## src/rtl/pong_pkg.sv

```systemverilog
// Shared definitions for the LED pong game: FSM state encoding and
// the one-hot constants marking the two ends of the court.
package pong_pkg;

    typedef enum logic [2:0] {
        SERVE_L = 3'd0,
        SERVE_R = 3'd1,
        MOVE_R  = 3'd2,
        MOVE_L  = 3'd3,
        OVER    = 3'd4
    } state_t;

    localparam int MAX_LED = 64;

    // Right player's end is always bit 0; the left end depends on court length.
    localparam logic [MAX_LED-1:0] END_RIGHT = 64'd1;

    function automatic logic [MAX_LED-1:0] end_left(input int n_led);
        return END_RIGHT << (n_led - 1);
    endfunction

endpackage

```

## src/rtl/pong_debounce.sv

```systemverilog
// Button conditioner: two-flop synchroniser, stable-high debouncer and
// a one-cycle press pulse on the rising edge of the debounced level.
module pong_debounce #(
    parameter int DEB_CNT = 3855
) (
    input  logic clk,
    input  logic rst,
    input  logic btn,
    output logic level,
    output logic press
);

    localparam int CW = $clog2(DEB_CNT + 1);
    localparam logic [CW-1:0] LAST = CW'(DEB_CNT - 1);

    logic [1:0]    sync;
    logic [CW-1:0] cnt;
    logic          level_d;

    always_ff @(posedge clk or posedge rst) begin
        if (rst) begin
            sync    <= '0;
            cnt     <= '0;
            level   <= 1'b0;
            level_d <= 1'b0;
        end else begin
            sync    <= {sync[0], btn};
            level_d <= level;
            // Any low sample restarts the stability count.
            if (!sync[1]) begin
                cnt   <= '0;
                level <= 1'b0;
            end else if (cnt == LAST) begin
                level <= 1'b1;
            end else begin
                cnt <= cnt + 1'b1;
            end
        end
    end

    assign press = level & ~level_d;

endmodule

```

## src/rtl/led_pong.sv

```systemverilog
// Two-player LED pong: a ball bounces along a row of LEDs and each player
// must hit it while it sits on their end LED; first to WIN_SCORE wins.
module led_pong
    import pong_pkg::*;
#(
    parameter int N_LED     = 8,
    parameter int SCORE_W   = 4,
    parameter int WIN_SCORE = 9,
    parameter int STEP_INIT = 2**25,
    parameter int STEP_DEC  = 2**21,
    parameter int STEP_MIN  = 2**22,
    parameter int DEB_CNT   = 3855
) (
    input  logic               clk,
    input  logic               rst,
    input  logic               btn_l,
    input  logic               btn_r,
    input  logic               show_score,
    output logic [N_LED-1:0]   led,
    output logic [SCORE_W-1:0] score_l,
    output logic [SCORE_W-1:0] score_r,
    output logic               game_over,
    output logic               winner
);

    localparam int P_W = $clog2(STEP_INIT + STEP_MIN + STEP_DEC + 1);
    localparam logic [P_W-1:0] P_INIT    = P_W'(STEP_INIT);
    localparam logic [P_W-1:0] P_DEC     = P_W'(STEP_DEC);
    localparam logic [P_W-1:0] P_MIN     = P_W'(STEP_MIN);
    localparam logic [P_W-1:0] P_MIN_DEC = P_W'(STEP_MIN + STEP_DEC);
    localparam logic [SCORE_W-1:0] WIN   = SCORE_W'(WIN_SCORE);
    localparam logic [MAX_LED-1:0] LEFT_FULL = end_left(N_LED);
    localparam logic [N_LED-1:0] POS_L = LEFT_FULL[N_LED-1:0];
    localparam logic [N_LED-1:0] POS_R = END_RIGHT[N_LED-1:0];

    logic level_l, level_r, press_l, press_r;

    pong_debounce #(.DEB_CNT(DEB_CNT)) u_deb_l (
        .clk(clk), .rst(rst), .btn(btn_l), .level(level_l), .press(press_l)
    );
    pong_debounce #(.DEB_CNT(DEB_CNT)) u_deb_r (
        .clk(clk), .rst(rst), .btn(btn_r), .level(level_r), .press(press_r)
    );

    state_t             state, state_n;
    logic [N_LED-1:0]   pos, pos_n, led_n;
    logic [P_W-1:0]     cnt, cnt_n, period, period_n, period_fast;
    logic [SCORE_W-1:0] score_l_n, score_r_n;
    logic               winner_n, blink, blink_n, tick, point_l, point_r;

    assign tick        = (cnt == period - 1'b1);
    assign period_fast = (period < P_MIN_DEC) ? P_MIN : period - P_DEC;
    assign game_over   = (state == OVER);

    always_ff @(posedge clk or posedge rst) begin
        if (rst) begin
            state   <= SERVE_L;
            pos     <= POS_L;
            led     <= POS_L;
            cnt     <= '0;
            period  <= P_INIT;
            score_l <= '0;
            score_r <= '0;
            winner  <= 1'b0;
            blink   <= 1'b0;
        end else begin
            state   <= state_n;
            pos     <= pos_n;
            led     <= led_n;
            cnt     <= cnt_n;
            period  <= period_n;
            score_l <= score_l_n;
            score_r <= score_r_n;
            winner  <= winner_n;
            blink   <= blink_n;
        end
    end

    always_comb begin
        state_n   = state;
        pos_n     = pos;
        cnt_n     = cnt;
        period_n  = period;
        score_l_n = score_l;
        score_r_n = score_r;
        winner_n  = winner;
        blink_n   = blink;
        point_l   = 1'b0;
        point_r   = 1'b0;

        case (state)
            SERVE_L: if (press_l) begin
                state_n  = MOVE_R;
                cnt_n    = '0;
                period_n = P_INIT;
            end
            SERVE_R: if (press_r) begin
                state_n  = MOVE_L;
                cnt_n    = '0;
                period_n = P_INIT;
            end
            // A press takes priority over a coincident tick and sees the current position.
            MOVE_R: if (press_r) begin
                if (pos == POS_R) begin
                    state_n  = MOVE_L;
                    cnt_n    = '0;
                    period_n = period_fast;
                end else begin
                    point_l = 1'b1;
                end
            end else if (tick) begin
                if (pos == POS_R) point_l = 1'b1;
                else begin
                    pos_n = pos >> 1;
                    cnt_n = '0;
                end
            end else begin
                cnt_n = cnt + 1'b1;
            end
            MOVE_L: if (press_l) begin
                if (pos == POS_L) begin
                    state_n  = MOVE_R;
                    cnt_n    = '0;
                    period_n = period_fast;
                end else begin
                    point_r = 1'b1;
                end
            end else if (tick) begin
                if (pos == POS_L) point_r = 1'b1;
                else begin
                    pos_n = pos << 1;
                    cnt_n = '0;
                end
            end else begin
                cnt_n = cnt + 1'b1;
            end
            OVER: if (level_l && level_r) begin
                state_n   = SERVE_L;
                pos_n     = POS_L;
                cnt_n     = '0;
                period_n  = P_INIT;
                score_l_n = '0;
                score_r_n = '0;
                winner_n  = 1'b0;
                blink_n   = 1'b0;
            end else if (tick) begin
                cnt_n   = '0;
                blink_n = ~blink;
            end else begin
                cnt_n = cnt + 1'b1;
            end
            default: state_n = SERVE_L;
        endcase

        // Scoring: the next serve goes to the player who won the point.
        if (point_l || point_r) begin
            cnt_n = '0;
            if (point_l) score_l_n = score_l + 1'b1;
            else         score_r_n = score_r + 1'b1;
            if ((point_l && score_l_n == WIN) || (point_r && score_r_n == WIN)) begin
                state_n  = OVER;
                winner_n = point_r;
                period_n = P_INIT;
                blink_n  = 1'b1;
            end else if (point_l) begin
                state_n = SERVE_L;
                pos_n   = POS_L;
            end else begin
                state_n = SERVE_R;
                pos_n   = POS_R;
            end
        end
    end

    always_comb begin
        led_n = pos;
        if (show_score) begin
            led_n = '0;
            led_n[N_LED-1 -: SCORE_W] = score_l;
            led_n[SCORE_W-1:0]        = score_r;
        end else if (state == OVER) begin
            led_n = {N_LED{blink}};
        end
    end

endmodule
```

## config.mk

```make
export PLATFORM = sky130hd
export DESIGN_NAME = led_pong
export DESIGN_NICKNAME = d
export VERILOG_FILES = /design/src/rtl/pong_pkg.sv /design/src/rtl/pong_debounce.sv /design/src/rtl/led_pong.sv
export SDC_FILE = /design/constraint.sdc
export NUM_CORES = 1
export LEC_CHECK = 0
export CAP_MARGIN = 30
export CELL_PAD_IN_SITES_DETAIL_PLACEMENT = 1
export CELL_PAD_IN_SITES_GLOBAL_PLACEMENT = 2
export CORE_MARGIN = 1.5
export CORE_UTILIZATION = 42
export DETAILED_ROUTE_END_ITERATION = 8
export GPL_ROUTABILITY_DRIVEN = 0
export MAX_ROUTING_LAYER = met4
export PLACE_DENSITY_LB_ADDON = 0.1
export SLEW_MARGIN = 20
export SYNTH_ARGS = -nofsm -noshare
export SYNTH_HDL_FRONTEND = slang
export SYNTH_HIERARCHICAL = 1
export SYNTH_SLANG_ARGS = --single-unit
export TNS_END_PERCENT = 100
```

## constraint.sdc

```tcl
create_clock -name clk -period 7.21 [get_ports clk]
set_clock_uncertainty 0.05 [all_clocks]
set_input_delay 1.0815 -clock clk [delete_from_list [all_inputs] [get_ports clk]]
set_output_delay 1.0815 -clock clk [all_outputs]
set_load 0.01 [all_outputs]
```

==> results.toml, run 1 <==
[detailed_routing]
drc = 0
drtIter0Drc = 313
dr.pass1.iters = 5
wirelength_um = 20990
ant_nets = 0
vias_per_cell = 6.066
routedWlPerCell_um = 20.24
vias = 6290

[sta]
finalCriticalPeriod_ps = 4175
setup_slack_ps = 3035
hold_ws_ps = 314.3
worst_pin_slew_ps = 850.8
setup_viol = 0
slew_headroom = 0.4276
finalCritPeriodShare = 0.5791
fmax_ghz = 0.2395
rsz0062_at_grt = "false"
hold_viol = 0
setup_tns_ps = 0
drv_slew = 0

[grt]
overflow = 0
grt_pass1_vias = 6706
grt_util_met3 = 0.04943
grt_pass1_wl_um = 34830
grt_util_all_layers = 0.2614
antenna_found_initial = 0
gr-usage-met1 = 0.3153
use_met2 = 0.4290
grt.busiest_layer = "met2"
grt_max_degree = 42

[worst_hold_path]
hold_end = "u_deb_r/sync[1]$_DFF_PP0_"
worstHoldStart = "u_deb_r/sync[0]$_DFF_PP0_"
hold_path_depth = 0
hp-class = "register to register"

[critical_path]
r2r_slack_ps = 3030
r2r_end = "cnt[11]$_DFFE_PP0P_"
critical_path_class = "register to register"
r2r_start = "period[0]$_DFF_PP0_"
reg2regPathDepth = 10
crit_fanout = 11
start_kind = "register"
crit_chain = "inv_1, ha_1, nor3b_2, xor2_1, o211a_1, or4b_2, or4_4, or3_1, nand2b_1, o21ai_0"
cp.depth = 10
cp_num_buf_inv = 1
end_kind = "register"
cp_slowest_cell = "or4b_2"
crit_arrival_ps = 4400
crit_family = "simple AND/OR/NAND/NOR gates"
crit_required_ps = 7430
critical_path.max_stage_delay_ps = 630

[final_layout]
layout_common_cells = "dfrtp_1, nand2_1, a21oi_1"
drive_gt1_frac = 0.1028
final_common_cell = "dfrtp_1"
diodes = 0
utilization = 0.4907
syn2layout_area_growth_pct = 14.73
fin_nets = 819

[floorplanning]
rows = 47
die_area_um2 = 17550
io_pins = 23
die_w_um = 132.5
die_h_um = 132.5
start_util = 0.4277
core_area_um2 = 16470

[yosys]
synth.distinct_cells = 75
synth.area.top_cells = "dfrtp_1, nand2_1, a21oi_1"
yosysWarningCount = 6
synth_top_area_share = 0.3909
syn-num-nets = 804
synth_area_leader_cell = "dfrtp_1"
ys_dominant_reg_cell = "dfrtp_1"
yosysSeqAreaShare = 0.4021
synth_cells = 789
synth-edff-count = 0
syn_area_per_cell_um2 = 8.925
async_reset_ff_frac = 1.000
synth_area_um2 = 7042
synth-seq-cells = 113

[clock_network]
clkSlewWorstSetupHoldPaths_ps = 60
cts_hold_buf = 0
tritoncts = "done"
cts_buffers = 17
clock_latency_ps = 420
post_cts_resized = 0
clkSinkCount = 113
post-cts-setup-buffer-count = 0
htree_levels = 4
cts-root-buf = "clkbuf_16"
cts_buffer_depth = 2

[placed_design]
dpl_worst_slack_ps = 3080
io_buffer_count = 22
hpwl_um = 15100

[run]
cap_violations = 0

[pwr]
ir_worst_vdd_mv = 0.1584
powerDensity_nw_per_um2 = 192.0
leakage_nw = 3.251

[run_status]
status = "finished clean"
[how the worst max path moves through the flow]
| stage | from | end | slack (ps) |
|---|---|---|---|
| after CTS | period[0]$_DFF_PP0_ | cnt[11]$_DFFE_PP0P_ | 3020 |
| after detailed placement | period[0]$_DFF_PP0_ | cnt[24]$_DFFE_PP0P_ | 3080 |
| after global routing | period[0]$_DFF_PP0_ | cnt[11]$_DFFE_PP0P_ | 2810 |
| after global placement | period[15]$_DFF_PP0_ | winner$_DFF_PP0_ | 3170 |
| after floorplan | period[0]$_DFF_PP0_ | blink$_DFF_PP0_ | 3540 |
| final | period[0]$_DFF_PP0_ | cnt[11]$_DFFE_PP0P_ | 3030 |
[cell type report]
class,count,area (µm²)
tap,220,275.3
timing repair buffer,29,292.8
inverter,43,162.7
fill,1918,8387
clock buffer,23,478.0
sequential,113,2831
multi-input combinational,600,3906
clock inverter,9,132.6
[report_power, final]
part	switching [W]	leakage, nW	total [W]	internal [W]
combinational	0.0000202	1.40	0.0000277	0.00000745
sequential	0.00000619	1.55	0.000645	0.000639
clock	0.000308	0.293	0.000879	0.000571
[synthesized netlist by cell type, types with 19 or more instances]
cell and number:
dfrtp_1 110, nand4_1 20, nand3_1 41, a21oi_1 46, inv_1 41, o21ai_0 40, clkbuf_1 21, xnor2_1 21
nor2_1 34, xor2_1 23, nand2_1 92, nor3b_1 19, nor3_1 23
[metrics by stage]
step	cells	area, µm²	power, W
4_1_cts	1037	8079	0.001569
2_1_floorplan	789	7042	0.0006717
3_3_place_gp	1004	7441	0.0006811
5_1_grt	1037	8079	0.001607
6_report	1037	8079	0.001551
3_5_place_dp	1005	7468	0.0006847
[worst register-to-register path, delay by kind of cell, from the launching register on]
family	cells	cell delay, ps
buf+inv	1	120
flops	1	450
simple gates	5	2600
compound gates	2	440
xor+xnor	1	130
fa+ha+maj	1	230
[sequential cells by signal, summed over array words and instances, names as in the netlist, 3 cells and up]
| name | flops |
|---|---|
| score_r | 4 |
| state | 3 |
| led | 8 |
| pos | 8 |
| u_deb_l/cnt | 12 |
| score_l | 4 |
| cnt | 26 |
| period | 26 |
| u_deb_r/cnt | 12 |
[kinds of logic (layout without fill, tap and decap cells)]
kind of cell	Yosys count	in the layout	synth area share
xor+xnor	44	44	0.05473
mux	23	23	0.03376
flops	113	113	0.4021
compound gates	179	179	0.1628
simple gates	344	344	0.2839
buf+inv	76	104	0.04495
fa+ha+maj	10	10	0.01777
[metal layers]
metal	up-vias	wire, µm
li1	2945	-
met1	3170	9370
met2	129	10410
met3	46	617
met4	0	588
met5	-	0
(Power assumes the default switching activity.)
==> run 2, diff against run 1 <==
--- a/config.mk
+++ b/config.mk
@@ -9,7 +9,7 @@
 export CELL_PAD_IN_SITES_DETAIL_PLACEMENT = 1
 export CELL_PAD_IN_SITES_GLOBAL_PLACEMENT = 2
 export CORE_MARGIN = 1.5
-export CORE_UTILIZATION = 42
+export CORE_UTILIZATION = 39
 export DETAILED_ROUTE_END_ITERATION = 8
 export GPL_ROUTABILITY_DRIVEN = 0
 export MAX_ROUTING_LAYER = met4
==> constraint.sdc (replaced) <==
create_clock -name clk -period 4.35 [get_ports clk]
set_clock_uncertainty 0.05 [all_clocks]
set_input_delay 0.6525 -clock clk [delete_from_list [all_inputs] [get_ports clk]]
set_output_delay 0.6525 -clock clk [all_outputs]
set_load 0.01 [all_outputs]
==> results.toml, run 2 (same netlist as run 1, synthesis figures left out) <==
[sta]
fmax_ghz = 0.2432
hold_viol = 0
setup_slack_ps = 237.5
slew_headroom = 0.4368
setup_tns_ps = 0
finalCriticalPeriod_ps = 4113
drv_slew = 0
setup_viol = 0
finalCritPeriodShare = 0.9454
rsz0062_at_grt = "false"
worst_pin_slew_ps = 843.1

[detailed_routing]
wirelength_um = 21250
vias = 6259
routedWlPerCell_um = 20.31
vias_per_cell = 5.984
drtIter0Drc = 314
dr.pass1.iters = 4
drc = 0
ant_nets = 0

[final_layout]
reg_top3 = "cnt: 26 flops, period: 26 flops"
utilization = 0.4646
drive_gt1_frac = 0.1096
diodes = 0
syn2layout_area_growth_pct = 15.30
final_common_cell = "dfrtp_1"
layout_common_cells = "dfrtp_1, nand2_1, a21oi_1"
fin_nets = 823

[floorplanning]
die_area_um2 = 18870
io_pins = 23
core_area_um2 = 17480
start_util = 0.4029
rows = 48
die_h_um = 137.4
die_w_um = 137.4

[placed_design]
dpl_worst_slack_ps = 283.0
io_buffer_count = 22
hpwl_um = 15250

[critical_path]
crit_family = "simple AND/OR/NAND/NOR gates"
critical_path_class = "register to register"
crit_chain = "inv_1, ha_1, nor3b_4, xor2_1, o211a_1, or4b_2, or4_4, nor4_4, mux2_2, a211oi_1"
start_kind = "register"
critical_path.max_stage_delay_ps = 630
crit_arrival_ps = 4350
cp_num_buf_inv = 1
crit_start = "period[0]$_DFF_PP0_"
cp_slowest_cell = "or4b_2"
r2r_end = "pos[2]$_DFF_PP0_"
crit_required_ps = 4590
r2r_start = "period[0]$_DFF_PP0_"
reg2regPathDepth = 10
endpoint = "pos[2]$_DFF_PP0_"
r2r_slack_ps = 240
cp.depth = 10
crit_fanout = 8
end_kind = "register"

[pwr]
leakage_nw = 3.277
p_sw_frac = 0.2171
p_switching_w = 0.0005663
intPower_w = 0.002043
power_frac_comb = 0.017
clock_power_share = 0.574
powerDensity_nw_per_um2 = 321.3
ir_worst_vdd_mv = 0.2381
pwr-share-seq = 0.410

[clock_network]
clkSlewWorstSetupHoldPaths_ps = 60
tritoncts = "done"
cts_buffer_depth = 2
clock_latency_ps = 410
clkSinkCount = 113
cts_buffers = 17
htree_levels = 4
cts_hold_buf = 0
cts-root-buf = "clkbuf_16"

[grt]
grt_util_all_layers = 0.2499
antenna_found_initial = 0
grt_pass1_wl_um = 35210
grt_pass1_vias = 6680
grt_max_degree = 50
overflow = 0

[run]
cap_violations = 0

[run_status]
status = "finished clean"

[worst_hold_path]
hp-class = "register to register"
-- run 2: changes by cell type in the layout (fill, tap and decap cells not counted), sizes merged --
cell	before	now
buf	7	11
inv	40	41
clkbuf	23	19
clkinv	7	9
bufinv	3	4
-- run 2: layer usage --
metal	track usage	routed length, µm
met1	0.2934	9468
met2	0.4308	10840
met3	0.05188	541
met4	0.07661	404
met5	-	0
-- run 2: final cells by class --
type,instances,area (µm²)
Inverter,43,162.7
Clock buffer,19,442.9
Multi-Input combinational cell,600,3913
Fill cell,2031,9358
Timing Repair Buffer,33,302.8
Tap cell,225,281.5
Clock inverter,13,185.2
Sequential cell,113,2831
-- run 2: timing repair --
item | CTS | global route
buffers inserted | 0 | 0
setup endpoints to repair | 0 | 12
resized for setup | 0 | 1
-- run 2: power by group through the flow --
stage	Clock [W]	Combinational (W)	Sequential, W
3_5_place_dp	0	0.0000454	0.00109
6_report	0.00150	0.0000431	0.00107
5_1_grt	0.00158	0.0000500	0.00107
2_1_floorplan	0	0.0000308	0.00108
3_3_place_gp	0	0.0000432	0.00109
4_1_cts	0.00154	0.0000454	0.00107
-- run 2: worst min-delay path by stage --
stage	startpoint	to	slack [ps]	depth (start not counted)
4_1_cts	u_deb_r/sync[0]$_DFF_PP0_	u_deb_r/sync[1]$_DFF_PP0_	300	0
3_3_place_gp	u_deb_r/sync[0]$_DFF_PP0_	u_deb_r/sync[1]$_DFF_PP0_	280	0
5_1_grt	u_deb_r/sync[0]$_DFF_PP0_	u_deb_r/sync[1]$_DFF_PP0_	310	0
3_5_place_dp	u_deb_r/sync[0]$_DFF_PP0_	u_deb_r/sync[1]$_DFF_PP0_	290	0
2_1_floorplan	u_deb_l/sync[0]$_DFF_PP0_	u_deb_l/sync[1]$_DFF_PP0_	280	0
6_report	u_deb_r/sync[0]$_DFF_PP0_	u_deb_r/sync[1]$_DFF_PP0_	300	0
-- run 2: through the flow --
stage | instance area [µm²] | total power [W] | hold slack (ps) | cells
2_1_floorplan | 7042 | 0.001113 | 281.2 | 789
5_1_grt | 8119 | 0.002698 | 314.0 | 1046
6_report | 8119 | 0.002609 | 299.3 | 1046
4_1_cts | 8113 | 0.002650 | 301.1 | 1046
3_5_place_dp | 7485 | 0.001132 | 287.9 | 1014
3_3_place_gp | 7485 | 0.001129 | 283.6 | 1014
==> run 3, diff against run 2 <==
--- a/config.mk
+++ b/config.mk
@@ -10,6 +10,7 @@
 export CELL_PAD_IN_SITES_GLOBAL_PLACEMENT = 2
 export CORE_MARGIN = 1.5
 export CORE_UTILIZATION = 39
+export CTS_CLUSTER_DIAMETER = 100
 export DETAILED_ROUTE_END_ITERATION = 8
 export GPL_ROUTABILITY_DRIVEN = 0
 export MAX_ROUTING_LAYER = met4
==> results of run 3 <==
Final layout, timing and power as in run 2 (identical DEF).
